$ cat src/rtl/pipeline_pkg.sv
// Types and constants shared by the instruction-fetch front end.
// A fetch entry pairs a fetched instruction word with the PC it came from.
package pipeline_pkg;

    localparam int PC_W    = 8;
    localparam int INSTR_W = 32;

    localparam logic [INSTR_W-1:0] NOP_INSTR = 32'h0;

    typedef struct packed {
        logic [INSTR_W-1:0] instr;
        logic [PC_W-1:0]    pc;
    } fetch_entry_t;

endpackage

$ cat src/rtl/instr_fifo.sv
// Synchronous FIFO of fetch entries with a flush input that empties it in one edge.
// The head entry is visible combinationally so the consumer can pop and use it in the same cycle.
module instr_fifo
    import pipeline_pkg::*;
#(
    parameter int DEPTH = 4,
    localparam int PTR_W = $clog2(DEPTH)
) (
    input  logic         clk,
    input  logic         rst,
    input  logic         push,
    input  logic         pop,
    input  logic         clear,
    input  fetch_entry_t pushData,
    output fetch_entry_t headData,
    output logic [PTR_W:0] count,
    output logic         empty,
    output logic         full
);

    fetch_entry_t    mem [DEPTH];
    logic [PTR_W-1:0] wrPtr;
    logic [PTR_W-1:0] rdPtr;
    logic            pushOk;
    logic            popOk;

    assign empty    = (count == '0);
    assign full     = (count == (PTR_W+1)'(DEPTH));
    assign pushOk   = push && !full && !clear;
    assign popOk    = pop && !empty && !clear;
    assign headData = mem[rdPtr];

    // Storage needs no reset: an entry is only read after it has been written.
    always_ff @(posedge clk) begin
        if (pushOk) begin
            mem[wrPtr] <= pushData;
        end
    end

    // Pointers wrap naturally because DEPTH is a power of two.
    always_ff @(posedge clk or negedge rst) begin
        if (!rst) begin
            wrPtr <= '0;
            rdPtr <= '0;
            count <= '0;
        end else if (clear) begin
            wrPtr <= '0;
            rdPtr <= '0;
            count <= '0;
        end else begin
            if (pushOk) begin
                wrPtr <= wrPtr + 1'b1;
            end
            if (popOk) begin
                rdPtr <= rdPtr + 1'b1;
            end
            case ({pushOk, popOk})
                2'b10:   count <= count + 1'b1;
                2'b01:   count <= count - 1'b1;
                default: count <= count;
            endcase
        end
    end

endmodule

$ cat src/rtl/if_prefetch_buffer.sv
// Instruction-fetch front end: issues ROM reads ahead of ID, buffers returned words with their PCs,
// and feeds the IF/ID register; a taken branch flushes everything and redirects fetch.
module if_prefetch_buffer #(
    parameter int              DEPTH    = 4,
    parameter int              PC_W     = 8,
    parameter int              INSTR_W  = 32,
    parameter logic [PC_W-1:0] RESET_PC = '0
) (
    input  logic               clk,
    input  logic               rst,
    output logic [PC_W-1:0]    rom_addr,
    output logic               rom_req,
    input  logic [INSTR_W-1:0] rom_data,
    input  logic               BranchTaken,
    input  logic [PC_W-1:0]    BranchTarget,
    input  logic               stall,
    output logic [INSTR_W-1:0] IF_ID_Instruction,
    output logic [PC_W-1:0]    IF_ID_PC,
    output logic               IF_ID_Valid
);

    import pipeline_pkg::*;

    localparam int PTR_W = $clog2(DEPTH);

    logic [PC_W-1:0]  fetchPc;
    logic [PC_W-1:0]  inflightPc;
    logic             inflightValid;
    logic [PTR_W:0]   fifoCount;
    logic [PTR_W:0]   occupancy;
    logic             fifoEmpty;
    logic             fifoFull;
    logic             fifoPush;
    logic             fifoPop;
    logic             romReq;
    fetch_entry_t     pushEntry;
    fetch_entry_t     headEntry;

    // Buffered plus outstanding words must fit, so a request is only made when a slot is reserved.
    assign occupancy = fifoCount + {{PTR_W{1'b0}}, inflightValid};
    assign romReq    = !BranchTaken && !fifoFull && (occupancy < (PTR_W+1)'(DEPTH));
    assign fifoPush  = inflightValid && !BranchTaken;
    assign fifoPop   = !BranchTaken && !stall && !fifoEmpty;

    assign pushEntry.instr = rom_data;
    assign pushEntry.pc    = inflightPc;

    assign rom_addr = fetchPc;
    assign rom_req  = romReq;

    instr_fifo #(
        .DEPTH(DEPTH)
    ) uFifo (
        .clk      (clk),
        .rst      (rst),
        .push     (fifoPush),
        .pop      (fifoPop),
        .clear    (BranchTaken),
        .pushData (pushEntry),
        .headData (headEntry),
        .count    (fifoCount),
        .empty    (fifoEmpty),
        .full     (fifoFull)
    );

    // Fetch PC and in-flight tracking; a branch redirects and discards the pending return.
    always_ff @(posedge clk or negedge rst) begin
        if (!rst) begin
            fetchPc       <= RESET_PC;
            inflightValid <= 1'b0;
            inflightPc    <= '0;
        end else begin
            inflightValid <= romReq;
            if (romReq) begin
                inflightPc <= fetchPc;
            end
            if (BranchTaken) begin
                fetchPc <= BranchTarget;
            end else if (romReq) begin
                fetchPc <= fetchPc + 1'b1;
            end
        end
    end

    // IF/ID register: branch bubble beats stall hold, which beats popping the FIFO head.
    always_ff @(posedge clk or negedge rst) begin
        if (!rst) begin
            IF_ID_Instruction <= NOP_INSTR;
            IF_ID_PC          <= '0;
            IF_ID_Valid       <= 1'b0;
        end else if (BranchTaken) begin
            IF_ID_Instruction <= NOP_INSTR;
            IF_ID_PC          <= '0;
            IF_ID_Valid       <= 1'b0;
        end else if (!stall) begin
            if (!fifoEmpty) begin
                IF_ID_Instruction <= headEntry.instr;
                IF_ID_PC          <= headEntry.pc;
                IF_ID_Valid       <= 1'b1;
            end else begin
                IF_ID_Instruction <= NOP_INSTR;
                IF_ID_PC          <= '0;
                IF_ID_Valid       <= 1'b0;
            end
        end
    end

endmodule
$ cat config.mk
export PLATFORM = sky130hd
export DESIGN_NAME = if_prefetch_buffer
export DESIGN_NICKNAME = d
export VERILOG_FILES = /design/src/rtl/pipeline_pkg.sv /design/src/rtl/instr_fifo.sv /design/src/rtl/if_prefetch_buffer.sv
export SDC_FILE = /design/constraint.sdc
export NUM_CORES = 1
export LEC_CHECK = 0
export BUFFER_PORTS_ARGS = -buffer_cell sky130_fd_sc_hd__buf_2
export CORE_ASPECT_RATIO = 0.7
export CORE_MARGIN = 3
export CORE_UTILIZATION = 45
export CTS_CLUSTER_SIZE = 40
export DETAILED_ROUTE_END_ITERATION = 10
export PLACE_DENSITY = 0.61
export SYNTH_ARGS = -nofsm -noshare
export SYNTH_HDL_FRONTEND = slang
export SYNTH_SLANG_ARGS = --single-unit
$ cat constraint.sdc
create_clock -name clk -period 2.76 [get_ports clk]
set_input_delay 0.414 -clock clk [delete_from_list [all_inputs] [get_ports clk]]
set_output_delay 0.414 -clock clk [all_outputs]
set_load 0.005 [all_outputs]
==> metrics.yaml <==
diodes: 0
htreeDepth: 1
syn-cell-area_um2: 8487
grt_pass1_wl_mm: 25.34
cp.required_ns: 2.35
antenna_found_initial: 1
drt-total-wl_mm: 16.07
synth_compound_area_share_pct: 6.148
grt_usage_pct: 15.99
gp_congestion: 0.7118
path_cells: "and3_2 > xnor2_1 > nand2_2 > inv_1 > buf_2"
synthMuxAreaShare_pct: 11.91
hold_class: "input pin to asynchronous set/reset pin"
slew_viol_final: 0
async_reset_ff_share_pct: 28.89
clockBufferDepth: 3
vias_per_cell: 5.494
remaining_drc_errors: 0
cp_max_fo: 10
synth_xor_area_share_pct: 0.7224
coreArea_um2: 18260
dpl.hpwl_mm: 9.123
tightest_slew_ns: 0.9127
cp_slowest_cell: "dfrtp_1"
stdcell_count: 783
std_cell_rows: 41
fin_crit_ns: 2.475
grt_max_degree: 66
synth_seq_cells: 225
power.internal_mw: 6.807
worstSetupPathType: "register to output port"
syn_area_per_cell_um2: 19.78
reg2regPathDepth: 7
pwr-share-clk_pct: 33.7
post_synth_main_area_contributors: "edfxtp_1 57%, dfrtp_1 19%, mux4_2 11%"
yosys.area_share.simple_pct: 2.949
grt_pass1_vias: 4454
finalHoldViolCount: 0
fin_crit_sh_pct: 89.68
fin_nets: 581
synthCells: 429
dp_cells: 743
die-area_um2: 20570
synth_flop_cell: "edfxtp_1"
r2r_setup_slack_ns: 0.71
wl_per_cell_um: 20.52
seq_power_share_pct: 50.6
finalSetupViolCount: 0
ys_top_cells_by_count: "160 x edfxtp_1, 65 x dfrtp_1, 40 x a22o_1, 40 x mux4_2, 12 x buf_2"
vdd_drop_max_uv: 603.0
arrival_ns: 2.06
ctsHoldBuffers: 0
first_pass_iters: 4
startpoint_type: "register"
power_density_nw_per_um2: 901.2
drv_cap: 0
die_x_um: 170.1
ioPinCount: 94
final.setup_skew_ns: 0.01015
rsz0062_at_grt: "false"
yosysWarningCount: 0
drive_gt1_share_pct: 35.10
placed_cell_area_um2: 9315
combPwrFrac_pct: 15.8
cts.sinks: 225
leakage_nw: 3.773
p_switching_mw: 2.256
ant_nets: 0
end_kind: "output port"
synth_most_common_cell: "edfxtp_1"
synth.yosys.seq_area_share_pct: 75.78
cts_setup_buffers: 0
slowest_delay_ns: 0.47
drtIter0Drc: 212
relSlewSlack_pct: 39.15
cts_tree: "built"
hold_ws_ns: 0.05810
portBuffers: 93
die_h_um: 120.9
numCtsBuffers: 22
start_util_pct: 46.47
cts.clk_slew.worst_paths_ns: 0.06
insertion_delay_ns: 0.49
grt_overflow: 0
area_delta_synth_final_pct: 18.50
outcome: "completed"
yosysUniqueCellTypes: 43
vias: 4302
synth_top_family_by_area: "multiplexers"
p_sw_share_pct: 24.89
finalSetupTns_ns: 0
synth_adder_area_share_pct: 0.9730
synth_nets: 479
stdcell_area_um2: 10060
fmax_mhz: 404.0
synth_top_area_cell: "edfxtp_1"
ctsResizeCount: 0
synth.top_cell.area_share_pct: 56.61
synth_enable_flop_cells: 160
cts_root_buf: "clkbuf_16"
==> critical path, delay by kind of cell (launching register included) <==
family                    cells  cell delay [ns]
xor gates and xnor gates      1             0.33
buffers and inverters         2             0.24
DFF                           1             0.47
and+or+nand+nor               2             0.53
==> metrics by stage <==
step	utilization, %	power [mW]	worst slack, ns
3_3_place_gp	51.01	6.073	0.7607
4_1_cts	55.07	9.199	0.2487
6_report	55.07	9.063	0.2849
2_1_floorplan	-	5.508	0.4524
3_5_place_dp	51.01	6.122	0.7243
5_1_grt	55.07	9.535	0.1338
==> logic make-up (layout without fill, tap and decap cells) <==
group           count (synthesis)  after routing
flops                         225            225
mux                            50             50
buf+inv                        30            148
compound gates                 64             64
fa+ha+maj                       6              6
simple gates                   47             47
xor+xnor                        7              7
==> final timing paths <==
| check | end | from |
|---|---|---|
| worst max-delay path | rom_req | inflightValid |
| worst min-delay path | IF_ID_Instruction[24] | rst |
| worst max register to register | uFifo.count[1] | uFifo.count[2] |
| worst min register to register | IF_ID_Valid | IF_ID_Valid |
| max in group asynchronous | uFifo.rdPtr[0] | rst |
| min in group clk | rom_addr[3] | BranchTarget[3] |
==> layout make-up <==
| class | count | area, um^2 |
|---|---|---|
| clock buffer | 35 | 630.6 |
| clock inverter | 5 | 111.4 |
| fill | 1433 | 8205 |
| inverter | 5 | 18.77 |
| multi-input combinational | 174 | 1947 |
| sequential | 225 | 6436 |
| tap | 236 | 295.3 |
| timing repair buffer | 103 | 618.1 |
==> layout by cell type (no fill, tap or decap), types with 3 or more instances in the layout <==
cell,n
edfxtp_1,160
buf_2,92
dfrtp_1,63
mux4_2,40
a22o_1,40
clkbuf_16,23
clkbuf_1,11
nand2_1,9
mux2_2,8
nor2_1,7
xnor2_1,6
nand3_1,6
buf_12,6
ha_1,5
buf_4,5
inv_1,4
and2_2,4
nor3_1,4
o21ai_0,4
or4_1,4
a21oi_1,3
o31ai_1,3
o211ai_1,3
bufinv_16,3
==> routing by layer <==
metal  track usage, %  wire [um]  share of wire, %  vias up
li1                 -          -                 -     1934
met3            3.940        847               5.3       18
met1            23.66       7507                47     2249
met2            24.75       7514                47       99
met5                0          9             0.056        -
met4            2.837        191               1.2        2
==> sequential cells by signal, summed over array words and instances, names as in the netlist, 2 cells and up <==
signal,cells
IF_ID_Instruction,32
IF_ID_PC,8
inflightPc,8
rom_addr,8
uFifo.count,3
uFifo.mem,160
uFifo.rdPtr,2
uFifo.wrPtr,2
==> power by group through the flow <==
stage	clock [mW]	combinational, mW	sequential, mW
global route	3.30	1.57	4.67
finish	3.05	1.43	4.58
CTS	3.14	1.46	4.60
detailed placement	0	1.46	4.67
global placement	0	1.43	4.64
floorplan	0	1.09	4.42
(Power assumes the default switching activity.)
